### config.mk
export PLATFORM = sky130hd
export DESIGN_NAME = cmd_sequencer
export DESIGN_NICKNAME = d
export VERILOG_FILES = /design/src/rtl/cmd_sequencer.sv
export SDC_FILE = /design/constraint.sdc
export NUM_CORES = 1
export LEC_CHECK = 0
export ABC_AREA = 1
export CORE_MARGIN = 2
export CORE_UTILIZATION = 30
export CTS_BUF_LIST = sky130_fd_sc_hd__clkbuf_8
export DETAILED_ROUTE_END_ITERATION = 8
export GPL_TIMING_DRIVEN = 0
export SLEW_MARGIN = 30
export SYNTH_ARGS = -nofsm -noshare
export SYNTH_HDL_FRONTEND = slang
export SYNTH_SLANG_ARGS = --single-unit
export TNS_END_PERCENT = 100
### constraint.sdc
create_clock -name clk -period 1.7 [get_ports clk]
set_clock_uncertainty 0.1 [all_clocks]
set_input_delay 0.255 -clock clk [delete_from_list [all_inputs] [get_ports clk]]
set_output_delay 0.255 -clock clk [all_outputs]
set_load 0.02 [all_outputs]
### src/rtl/cmd_sequencer.sv
// rtl/cmd_sequencer.sv - command sequencer: counts RX chars, runs ALU handshake, drives TX/error report
//
// Optional feature macro: CMD_SEQ_TIMEOUT_EN (ALU wait timeout, err_code 11)
//
// Ports:
//   clk, rst_n          clock (rising edge), asynchronous active-low reset
//   rx_valid, rx_char   received character strobe and data
//   alu_done, alu_err   ALU completion and error qualifier
//   sent                TX formatter finished sending result / error message
//   iq_rst              clear input queue (CLEAR)
//   alu_en              ALU start pulse (EXEC)
//   out_en              TX formatter enable (OUTPUT, ERROR)
//   err                 error report active (ERROR)
//   err_code            00 none, 01 overflow, 10 ALU, 11 timeout
//   char_cnt            payload characters accepted
//   state               current state, for debug
module cmd_sequencer #(
    parameter int                CHAR_W      = 8,
    parameter int                DEPTH       = 15,
    parameter logic [CHAR_W-1:0] TERM        = 8'h0D,
    parameter logic [CHAR_W-1:0] ABORT       = 8'h1B,
    parameter int                TIMEOUT_CYC = 1000000
) (
    input  logic                       clk,
    input  logic                       rst_n,
    input  logic                       rx_valid,
    input  logic [CHAR_W-1:0]          rx_char,
    input  logic                       alu_done,
    input  logic                       alu_err,
    input  logic                       sent,
    output logic                       iq_rst,
    output logic                       alu_en,
    output logic                       out_en,
    output logic                       err,
    output logic [1:0]                 err_code,
    output logic [$clog2(DEPTH+1)-1:0] char_cnt,
    output logic [2:0]                 state
);

    localparam int CNT_W = $clog2(DEPTH + 1);

    typedef enum logic [2:0] {
        S_CLEAR    = 3'b000,
        S_COLLECT  = 3'b001,
        S_EXEC     = 3'b010,
        S_WAIT_ALU = 3'b011,
        S_OUTPUT   = 3'b100,
        S_ERROR    = 3'b101
    } state_t;

    state_t             r_state;
    state_t             w_state_nxt;
    logic [CNT_W-1:0]   r_char_cnt;
    logic [CNT_W-1:0]   w_char_cnt_nxt;
    logic [1:0]         r_err_code;
    logic [1:0]         w_err_code_nxt;
    logic               w_timeout;

`ifdef CMD_SEQ_TIMEOUT_EN
    localparam int TO_W = (TIMEOUT_CYC > 2) ? $clog2(TIMEOUT_CYC) : 1;

    logic [TO_W-1:0] r_to_cnt;

    // Held at zero outside WAIT_ALU so it always starts from zero on entry.
    always_ff @(posedge clk or negedge rst_n) begin
        if (!rst_n) begin
            r_to_cnt <= '0;
        end else if (r_state != S_WAIT_ALU) begin
            r_to_cnt <= '0;
        end else begin
            r_to_cnt <= r_to_cnt + 1'b1;
        end
    end

    assign w_timeout = (r_to_cnt == TO_W'(TIMEOUT_CYC - 1));
`else
    logic w_unused_timeout_cyc;
    assign w_unused_timeout_cyc = (TIMEOUT_CYC != 0);
    assign w_timeout            = 1'b0;
`endif

    always_ff @(posedge clk or negedge rst_n) begin
        if (!rst_n) begin
            r_state    <= S_CLEAR;
            r_char_cnt <= '0;
            r_err_code <= 2'b00;
        end else begin
            r_state    <= w_state_nxt;
            r_char_cnt <= w_char_cnt_nxt;
            r_err_code <= w_err_code_nxt;
        end
    end

    always_comb begin
        w_state_nxt    = r_state;
        w_char_cnt_nxt = r_char_cnt;
        w_err_code_nxt = r_err_code;
        case (r_state)
            S_CLEAR: begin
                w_state_nxt    = S_COLLECT;
                w_char_cnt_nxt = '0;
                w_err_code_nxt = 2'b00;
            end
            S_COLLECT: begin
                if (rx_valid) begin
                    if (rx_char == ABORT) begin
                        w_state_nxt = S_CLEAR;
                    end else if (rx_char == TERM && r_char_cnt == '0) begin
                        // Empty line: nothing to compute.
                        w_state_nxt = S_CLEAR;
                    end else if (rx_char == TERM) begin
                        w_state_nxt = S_EXEC;
                    end else if (r_char_cnt == CNT_W'(DEPTH)) begin
                        w_state_nxt    = S_ERROR;
                        w_err_code_nxt = 2'b01;
                    end else begin
                        w_char_cnt_nxt = r_char_cnt + 1'b1;
                    end
                end
            end
            S_EXEC: begin
                w_state_nxt = S_WAIT_ALU;
            end
            S_WAIT_ALU: begin
                // alu_done outranks a timeout landing in the same cycle.
                if (alu_done) begin
                    if (alu_err) begin
                        w_state_nxt    = S_ERROR;
                        w_err_code_nxt = 2'b10;
                    end else begin
                        w_state_nxt = S_OUTPUT;
                    end
                end else if (w_timeout) begin
                    w_state_nxt    = S_ERROR;
                    w_err_code_nxt = 2'b11;
                end
            end
            S_OUTPUT, S_ERROR: begin
                if (sent) begin
                    w_state_nxt = S_CLEAR;
                end
            end
            default: begin
                w_state_nxt = S_CLEAR;
            end
        endcase
    end

    assign iq_rst   = (r_state == S_CLEAR);
    assign alu_en   = (r_state == S_EXEC);
    assign out_en   = (r_state == S_OUTPUT) || (r_state == S_ERROR);
    assign err      = (r_state == S_ERROR);
    assign err_code = r_err_code;
    assign char_cnt = r_char_cnt;
    assign state    = r_state;

endmodule

Word-level counts from Yosys, hierarchy flattened
Cells that the tools add are included.
- input port bits: 14
- output and inout port bits: 13
- register bits: 9
- word-level logic and storage cells: 55
- muxes and demuxes: 23
- reduce and logical (&&, ||, !) cells: 10
- add/subtract/negate cells: 1
- equality and inequality tests: 18
- operators with widths (kind ; count):
    two-way mux 3 bit ; 7
    two-way mux 4 bit ; 5
    inequality test 2 bit, second input constant ; 9
    case mux 3 bit (5 select lines) ; 1
    two-way mux 2 bit ; 7
    equality test 8 x 4 -> 1 bit, second input constant ; 1
    equality test 8 x 5 -> 1 bit, second input constant ; 1
    case mux 4 bit (2 select lines) ; 1
    AND reduction 8 bit ; 1
    equality test 3 x 2 -> 1 bit, second input constant ; 2
    equality test 3 bit, second input constant ; 2
    case mux 2 bit (3 select lines) ; 1
    AND reduction 6 bit ; 1
    inequality test 5 bit, second input constant ; 1
    adder 4 x 1 -> 4 bit, second input constant ; 1
    equality test 4 bit, second input constant ; 1
    logical NOT 4 bit ; 1
    AND reduction 4 bit ; 1
    equality test 3 x 1 -> 1 bit, second input constant ; 1
    logical NOT 3 bit ; 1
    nonzero test 3 bit ; 1
    nonzero test 2 bit ; 1
    OR reduction 2 bit ; 1
    logical AND 1 bit ; 1
    2 further kinds ; 2

Longest topological paths before layout
Gate-level depths: netlist of run 1.
- depth in word-level cells: 7
- mapped depth: 9
- gate-level depth less buffers: 9

Worst setup path before layout of run 1
No wires, ideal clock.
- path kind: register to register
- start: reg r_state[1], in the netlist state[1]
- end: reg r_char_cnt[0], in the netlist char_cnt[0]
- cell stages (with the launch flop): 9
- data required time: 1482 ps
- library setup time: 118 ps
- setup slack: 91 ps
- path buffers: 0
- clock period less this slack: 1609 ps
- arrival time: 1391 ps
- cells stage by stage: dfrtp_1 inv_2 nand2_4 nor2_1 inv_1 nand2_2 nand2_2 nand2_1 nand2_1
- cells in the longest elaborated chain, start to end: 3
- elaborated cells between the ends (all ways): 10
- classes of those cells: 6 x eq/ne; 1 x mux; 3 x reduce/logical
- ends and longest elaborated chain (item ; line ; RTL):
    start, declared ; 51 ; state_t r_state;
    start signal, assigned ; 88 ; r_state <= w_state_nxt;
    logical NOT 3 bit * ; -- ;
    named net iq_rst ; 31 ; output logic iq_rst,
    nonzero test 2 bit (no source line) ; -- ;
    AND reduction 6 bit (no source line) ; -- ;
    end signal, assigned ; 89 ; r_char_cnt <= w_char_cnt_nxt;
    end, declared ; 53 ; logic [CNT_W-1:0] r_char_cnt;
The timed path passes the listed nets; every way through them passes the cells marked *.
A chain may end at the register's enable or synchronous reset.

Worst setup path after layout of run 1
- start: reg r_state[2], in the netlist state[2]
- end: out state[2]
- RTL lines (item ; line ; RTL):
    end, declared ; 37 ; output logic [2:0] state
No word-level cell between the ends.

==> results of run 1 <==
==> state kept, by name (all words and copies together), names as in the netlist <==
register  cells
char_cnt      4
err_code      2
state         3
==> stage by stage <==
step / setup WS (ps) / area, µm² / TNS, ps
after floorplan: 91.4 / 721 / 0
after global placement: -92.4 / 1020 / -198
after detailed placement: -114 / 1020 / -260
after CTS: 9.15 / 1060 / 0
after global routing: 8.99 / 1060 / 0
final: 53.2 / 1060 / 0
==> final timing paths <==
path	start	endpoint	slack [ps]	cells past startpoint
worst min register to register	err_code[0]	err_code[0]	370	2
max in group asynchronous	rst_n	state[0]	970	1
min in group clk	err_code[0]	err_code[0]	370	2
worst max-delay path	state[2]	state[2]	50	1
worst min-delay path	rst_n	char_cnt[3]	220	1
worst max register to register	char_cnt[0]	char_cnt[0]	150	9
==> logic make-up after synthesis <==
| logic type | count (synthesis) |
|---|---|
| xor+xnor | 1 |
| flops | 9 |
| fa+ha+maj | 2 |
| compound gates | 6 |
| simple gates | 67 |
| buf+inv | 19 |
==> power breakdown <==
part | internal (mW) | switching [mW] | total, mW
combinational | 0.323 | 0.510 | 0.832
sequential | 0.261 | 0.0699 | 0.330
clock | 0.156 | 0.0757 | 0.232
==> final cells by class <==
type	count	area [µm²]	share of cell area (%)
inverter	19	73.8	6.97
sequential	9	229	21.6
timing repair buffer	26	248	23.4
clock buffer	3	41.3	3.90
clock inverter	1	3.75	0.354
multi-input combinational	76	429	40.5
tap	28	35.0	3.31
==> per-layer routing <==
layer | up-vias | part of all wire [%] | GRT usage (%) | routed length, µm
met2 | 23 | 47 | 24.2 | 794
met1 | 353 | 44 | 16.5 | 736
met5 | - | 0 | 0 | 0
met4 | 0 | 0 | 1.28 | 0
li1 | 384 | - | - | -
met3 | 0 | 9.2 | 5.93 | 155
==> what timing repair did <==
item / 4_1_cts / 5_1_grt
hold buffers: 0 / 0
endpoints found under the setup margin: 6 / 10
setup buffers: 0 / 0
cloned: 0 / 0
resized for setup: 9 / 12
==> synthesized netlist by cell type (all sizes together) <==
| cell | n | area, µm² |
|---|---|---|
| a21oi | 1 | 5.00 |
| xor2 | 1 | 8.76 |
| nand4 | 2 | 27.5 |
| o21bai | 1 | 7.51 |
| inv | 19 | 71.3 |
| dfrtp | 9 | 225 |
| nor2 | 15 | 87.6 |
| ha | 2 | 25.0 |
| nand3 | 10 | 50.1 |
| or2 | 1 | 6.26 |
| nor3 | 4 | 20.0 |
| o21ai | 3 | 18.8 |
| a31oi | 1 | 6.26 |
| nand2 | 35 | 161 |
==> impl_results.md, run 1 <==
- Die Wd: 53.0 µm
- Most common cell after layout, fill and taps aside: nand2_1
- Yosys reg bits: 9
- Cells along the critical path: clkdlybuf4s50_1
- Detailed placer's ending HPWL: 1370 µm
- Critical Path RT: 1340 ps
- WHS: 225 ps
- Initial DRC Count: 23
- Synth Area in XOR/XNOR: 1.22%
- Die Y: 53.0 µm
- Total power: 1.39 mW
- Achievable Freq: 607 MHz
- Routability congestion estimate: 0.764
- Critical Path Max Stage Delay: 640 ps
- Antenna Nets Post-Route: 0
- Num CTS Buffers: 3
- P per Cell Area: 1320 nW/µm²
- # DRC: 0
- Layout cell share with drive strength beyond 1: 17.2%
- Starting density of the core: 32.3%
- Crit. End Element: output pin
- Clk slew on worst S/H paths: 40 ps
- Relative slew slack: 72.6%
- Hold WC Path Type: in2async
- Cell area after synthesis: 721 µm²
- Largest family of logic cells by synthesized area: simple AND/OR/NAND/NOR gates
- Num rows: 17
- Worst vdd ir: 0.00102 V
- Simple-gate share of the synthesized area: 49.0%
- Post-Synthesis Cells: 104
- Vias in the first global route: 677
- Post-Route Utilization: 47.5%
- DR WL/cell: 10.4 µm
- First-pass GRT wire length: 2880 µm
- Dpl cells: 158
- Count of final hold-check violations: 0
- Mux cell area share after synthesis: 0%
- Worst-skew pair later-pin latency: 230 ps
- Pleak: 0.592 nW
- H-tree level count: 1
- CTS sink cnt: 9
- Syn_nets: 120
- Period utilization: 96.9%
- Run status: finished, final reports clean
- Distinct cells, synth: 22
- Synth Area per Inst: 6.93 µm²
- Most frequent cells in the layout: nand2_1, clkdlybuf4s50_1, inv_1
- # setup viols final: 0
- Tightest Pin Transition: 407 ps
- Max Cap Viol: 0
- Synth Area in Adders: 3.47%
- Area growth syn-to-layout: 47.0%
- Final #Nets: 151
- CP Max Fanout: 4
- Via count: 760
- Root buf cell: clkbuf_8
- Crit path time final: 1650 ps
- Filler cells: 238
- Critical path type: reg2out
- Final Non-Filler Cells: 162
- Compound-Gate Fraction of Synth Area: 5.21%
- Port bufs: 26
- Worst path bufs/invs: 1
- Worst setup SP type: register
- Slowest cell on crit path: clkdlybuf4s50_1
- RSZ-0062 raised after global routing: no
- Routed vias/inst: 4.69
- Register area share after synthesis: 31.3%
- Crit path DAT: 1290 ps
- Largest net degree at the start of global routing: 10
- Core ar.: 2230 µm²
- Die area: 2810 µm²
- Cell class contributing the biggest share of worst-path delay: buffers and inverters
- Grt total ovfl: 0
- # IOs: 27
- Initial antenna violation count: 0
- Pins Over Slew Limit: 0
- Synth Warn #: 0
- ANT cells: 0
- TritonCTS clock tree: done
- Total track usage: 13.9%
- Max Buffers Root-to-Sink: 2
- Routed wire length: 1690 µm
- Drt pass-1 iters: 4
Power figures use the tool's default switching activity.
==> run 2, diff against run 1 <==
- CORE_UTILIZATION: 30 -> 45
- PLACE_DENSITY: default -> 0.81
==> run 2 against run 1 <==
  * Clock power about the same
  * Via count down 3.2%
  * Setup slack better by 7.2 ps
  * Sequential share of layout area up 0.15 points
  * Critical path type unchanged
==> impl_results.md, run 2 (synthesized netlist as in run 1, its figures left out) <==
- # IOs: 27
- Max Cap Viol: 0
- Critical Path RT: 1340 ps
- Period utilization: 96.4%
- Starting density of the core: 47.8%
- CP Max Fanout: 8
- TritonCTS clock tree: done
- Most common cell after layout, fill and taps aside: nand2_1
- Worst vdd ir: 0.000753 V
- Dpl cells: 146
- Antenna Nets Post-Route: 0
- Register area: 229 µm²
- Crit. End Element: output pin
- Max Buffers Root-to-Sink: 2
- H-tree level count: 1
- Num CTS Buffers: 3
- Placed Area: 1000 µm²
- Root buf cell: clkbuf_8
- Achievable Freq: 610 MHz
- Total track usage: 20.2%
- Area occupied by multi-input gates: 427 µm²
- Layout cell share with drive strength beyond 1: 17.2%
- Crit path DAT: 1280 ps
- First-pass GRT wire length: 2960 µm
- Die Wd: 44.0 µm
- P per Cell Area: 1320 nW/µm²
- Drt pass-1 iters: 4
- Largest net degree at the start of global routing: 10
- Pleak: 0.585 nW
- Relative slew slack: 72.4%
- Run status: finished, final reports clean
- Vias in the first global route: 708
- Most frequent cells in the layout: nand2_1, clkdlybuf4s50_1, inv_1
- Filler cells: 137
- Count of final hold-check violations: 0
- Critical path type: reg2out
- ANT cells: 0
- Total power: 1.39 mW
- Final #Nets: 151
- Max reg flops: 4
- Grt total ovfl: 0
- Tightest Pin Transition: 410 ps
- Clk slew on worst S/H paths: 40 ps
- Via count: 736
- # setup viols final: 0
- Worst setup SP type: register
- Cells along the critical path: clkdlybuf4s50_1
- Die area: 1940 µm²
- Area growth syn-to-layout: 46.0%
- Initial DRC Count: 12
- Hold WC Path Type: in2async
- CTS sink cnt: 9
- Flop2flop setup slack: 140 ps
- Detailed placer's ending HPWL: 1390 µm
- Worst-skew pair later-pin latency: 230 ps
- Slowest cell on crit path: clkdlybuf4s50_1
- CTS Hold Bufs: 0
- Pins Over Slew Limit: 0
- Layout Cell Area excl Fill: 1050 µm²
- Core ar.: 1510 µm²
- Routability congestion estimate: 0.787
- Port bufs: 26
- Cell class contributing the biggest share of worst-path delay: buffers and inverters
- Num rows: 14
- DR WL/cell: 11.2 µm
- Final Non-Filler Cells: 150
- Crit path time final: 1640 ps
- Die Y: 44.0 µm
- Routed wire length: 1680 µm
- Routed vias/inst: 4.91
- # DRC: 0
- Initial antenna violation count: 0
- Critical Path Max Stage Delay: 620 ps
- Worst path bufs/invs: 1
run 2: cell count changes in the layout (fill, tap and decap cells not counted):
cell | before | now
nand2_2 | 2 | 3
buf_2 | 1 | 0
nor2_1 | 12 | 11
clkdlybuf4s15_2 | 0 | 1
dlygate4sd2_1 | 2 | 3
nand2_4 | 4 | 3
nor2_2 | 0 | 1
clkbuf_2 | 2 | 1
run 2: repair_timing:
action / CTS / global route
setup buffers: 0 / 0
gates resized for setup: 8 / 9
endpoints found under the setup margin: 6 / 8
cloned: 0 / 0
run 2: final timing paths:
path | startpoint | end | cells after the start
worst max register to register | char_cnt[0] | char_cnt[0] | 9
max in group asynchronous | rst_n | state[1] | 1
min in group clk | err_code[0] | err_code[0] | 2
worst min register to register | err_code[0] | err_code[0] | 2
worst max-delay path | state[1] | state[1] | 1
worst min-delay path | rst_n | err_code[0] | 1
run 2: through the flow:
| stage | worst slack (ps) | TNS [ps] | util (%) | hold WS [ps] |
|---|---|---|---|---|
| 6_report | 60.4 | 0 | 69.9 | 226 |
| 5_1_grt | -6.55 | -6.55 | 69.9 | 253 |
| 4_1_cts | 0.869 | 0 | 69.3 | 233 |
| 3_5_place_dp | -136 | -242 | 66.4 | 366 |
| 3_3_place_gp | -71.9 | -156 | 66.4 | 355 |
| 2_1_floorplan | 91.4 | 0 | - | -141 |
run 2: per-layer routing:
layer	track usage (%)	vias to the layer above	share of wire, %
met2	36.5	23	50
met4	1.82	0	0
met3	7.35	0	6.4
met1	23.8	331	43
met5	0	-	0
li1	-	382	-
run 2: area by class of cell:
| type | count | share of cell area [%] |
|---|---|---|
| clock buffer | 3 | 3.92 |
| inverter | 19 | 7.02 |
| clock inverter | 1 | 0.357 |
| tap | 16 | 1.90 |
| sequential | 9 | 21.8 |
| timing repair buffer | 26 | 24.5 |
| multi-input combinational | 76 | 40.5 |
run 2: report_power, final:
part	switching, mW	internal [mW]	leakage [nW]
sequential	0.0706	0.261	0.117
combinational	0.500	0.322	0.441
clock	0.0781	0.157	0.0269
==> run 3, diff against run 2 <==
- GPL_TIMING_DRIVEN: 0 -> 1
==> run 3 against run 2 <==
  * Die area unchanged
  * Global-route usage up 4.1 points
  * Setup slack worse by 29 ps
  * Flip-flop and latch count unchanged
  * Count of clock-buffer cells in the layout unchanged
  * Wire length up 16%
  * Sequential share of layout area down 1.2 points
  * Register-to-register slack about the same
  * Critical path type unchanged
  * Largest power group unchanged
==> impl_results.md, run 3 (synthesized netlist as in run 1, its figures left out) <==
- Crit. End Element: output pin
- Root buf cell: clkbuf_8
- Routed vias/inst: 5.03
- Met2 layer usage reported by global route: 44.4%
- Grt total ovfl: 0
- Via count: 795
- Total power: 1.51 mW
- Critical Path RT: 1340 ps
- CTS sink cnt: 9
- Num CTS Buffers: 3
- Area growth syn-to-layout: 52.8%
- Most frequent cells in the layout: nand2_1, clkdlybuf4s50_1, inv_1
- Worst setup SP type: register
- Num rows: 14
- Relative slew slack: 71.5%
- TritonCTS clock tree: done
- Die area: 1940 µm²
- Worst path bufs/invs: 1
- Starting density of the core: 47.8%
- # IOs: 27
- Layout cell share with drive strength beyond 1: 19.7%
- Port bufs: 26
- Critical Path Max Stage Delay: 640 ps
- Vias in the first global route: 818
- Core ar.: 1510 µm²
- Worst-skew pair later-pin latency: 240 ps
- Antenna Nets Post-Route: 0
- Routed wire length: 1940 µm
- Cell class contributing the biggest share of worst-path delay: buffers and inverters
- DR WL/cell: 12.3 µm
- Slowest cell on crit path: clkdlybuf4s50_1
- Cells along the critical path: clkdlybuf4s50_1
- Max Buffers Root-to-Sink: 2
- Achievable Freq: 599 MHz
- Clk slew on worst S/H paths: 50 ps
- GR peak layer: met2
- Initial antenna violation count: 0
- Critical path type: reg2out
- Max reg flops: 4
- # setup viols final: 0
- Die Y: 44.0 µm
- First-pass GRT wire length: 3480 µm
- Detailed placer's ending HPWL: 1580 µm
- Run status: finished, final reports clean
- Largest net degree at the start of global routing: 10
- ANT cells: 0
- H-tree level count: 1
- P per Cell Area: 1370 nW/µm²
- Tightest Pin Transition: 427 ps
- Layout Cell Area excl Fill: 1100 µm²
- Die Wd: 44.0 µm
- # DRC: 0
- Placed Area: 1060 µm²
- Met3 usage: 4.08%
- Most common cell after layout, fill and taps aside: nand2_1
- Final #Nets: 159
- Routing usage on met1: 28.1%
- CTS Hold Bufs: 0
- Crit path DAT: 1310 ps
- Max Cap Viol: 0
- Pins Over Slew Limit: 0
- CP Max Fanout: 5
- Worst vdd ir: 0.000842 V
- Initial DRC Count: 11
- Pleak: 0.615 nW
- Count of final hold-check violations: 0
- Hold WC Path Type: in2async
- Routability congestion estimate: 0.810
- # Post-CTS Setup Buffers: 0
- Crit path time final: 1670 ps
- Period utilization: 98.1%
- Total track usage: 24.3%
- Drt pass-1 iters: 4
## run 3: area by class of cell
type | instances | area [µm²]
clock buffers | 3 | 41.3
clock inverters | 1 | 3.75
fillers | 122 | 405
inverters | 19 | 71.3
multi-input cells | 76 | 429
flip-flops and latches | 9 | 226
well taps | 16 | 20.0
repair buffers | 34 | 309
## run 3: worst paths after layout
check                       startpoint           to  slack, ps  depth (start not counted)
max                        char_cnt[3]  char_cnt[3]         30                          1
min                              rst_n  err_code[1]        220                          1
max reg2reg                char_cnt[0]  char_cnt[3]        130                          9
min reg2reg                err_code[1]  err_code[1]        390                          2
max in group asynchronous        rst_n  char_cnt[0]        960                          1
min in group clk           err_code[1]  err_code[1]        390                          2
## run 3: per-layer routing
metal | vias to the layer above | wire, µm
met5 | - | 0
met4 | 0 | 50
met3 | 9 | 94
met2 | 25 | 990
met1 | 358 | 803
li1 | 403 | -
## run 3: repair_timing
item / CTS / global route
endpoints found under the setup margin: 5 / 8
gates resized for setup: 5 / 8
pin swaps: 0 / 0
## run 3: report_power, final
group,switching [mW],total [mW],internal (mW)
Sequential,0.0555,0.313,0.258
Clock,0.0955,0.254,0.158
Combinational,0.552,0.942,0.391
## run 3: per-stage QoR
stage          instances  worst slack, ps  hold slack [ps]  TNS [ps]  utilization [%]
2_1_floorplan        104             91.4             -141         0                -
3_3_place_gp         154             14.6              356         0             70.4
3_5_place_dp         154            -20.0              379     -65.6             70.4
4_1_cts              158             3.44              241         0             73.0
5_1_grt              158           -0.459              268    -0.459             73.1
6_report             158             31.7              223         0             73.1
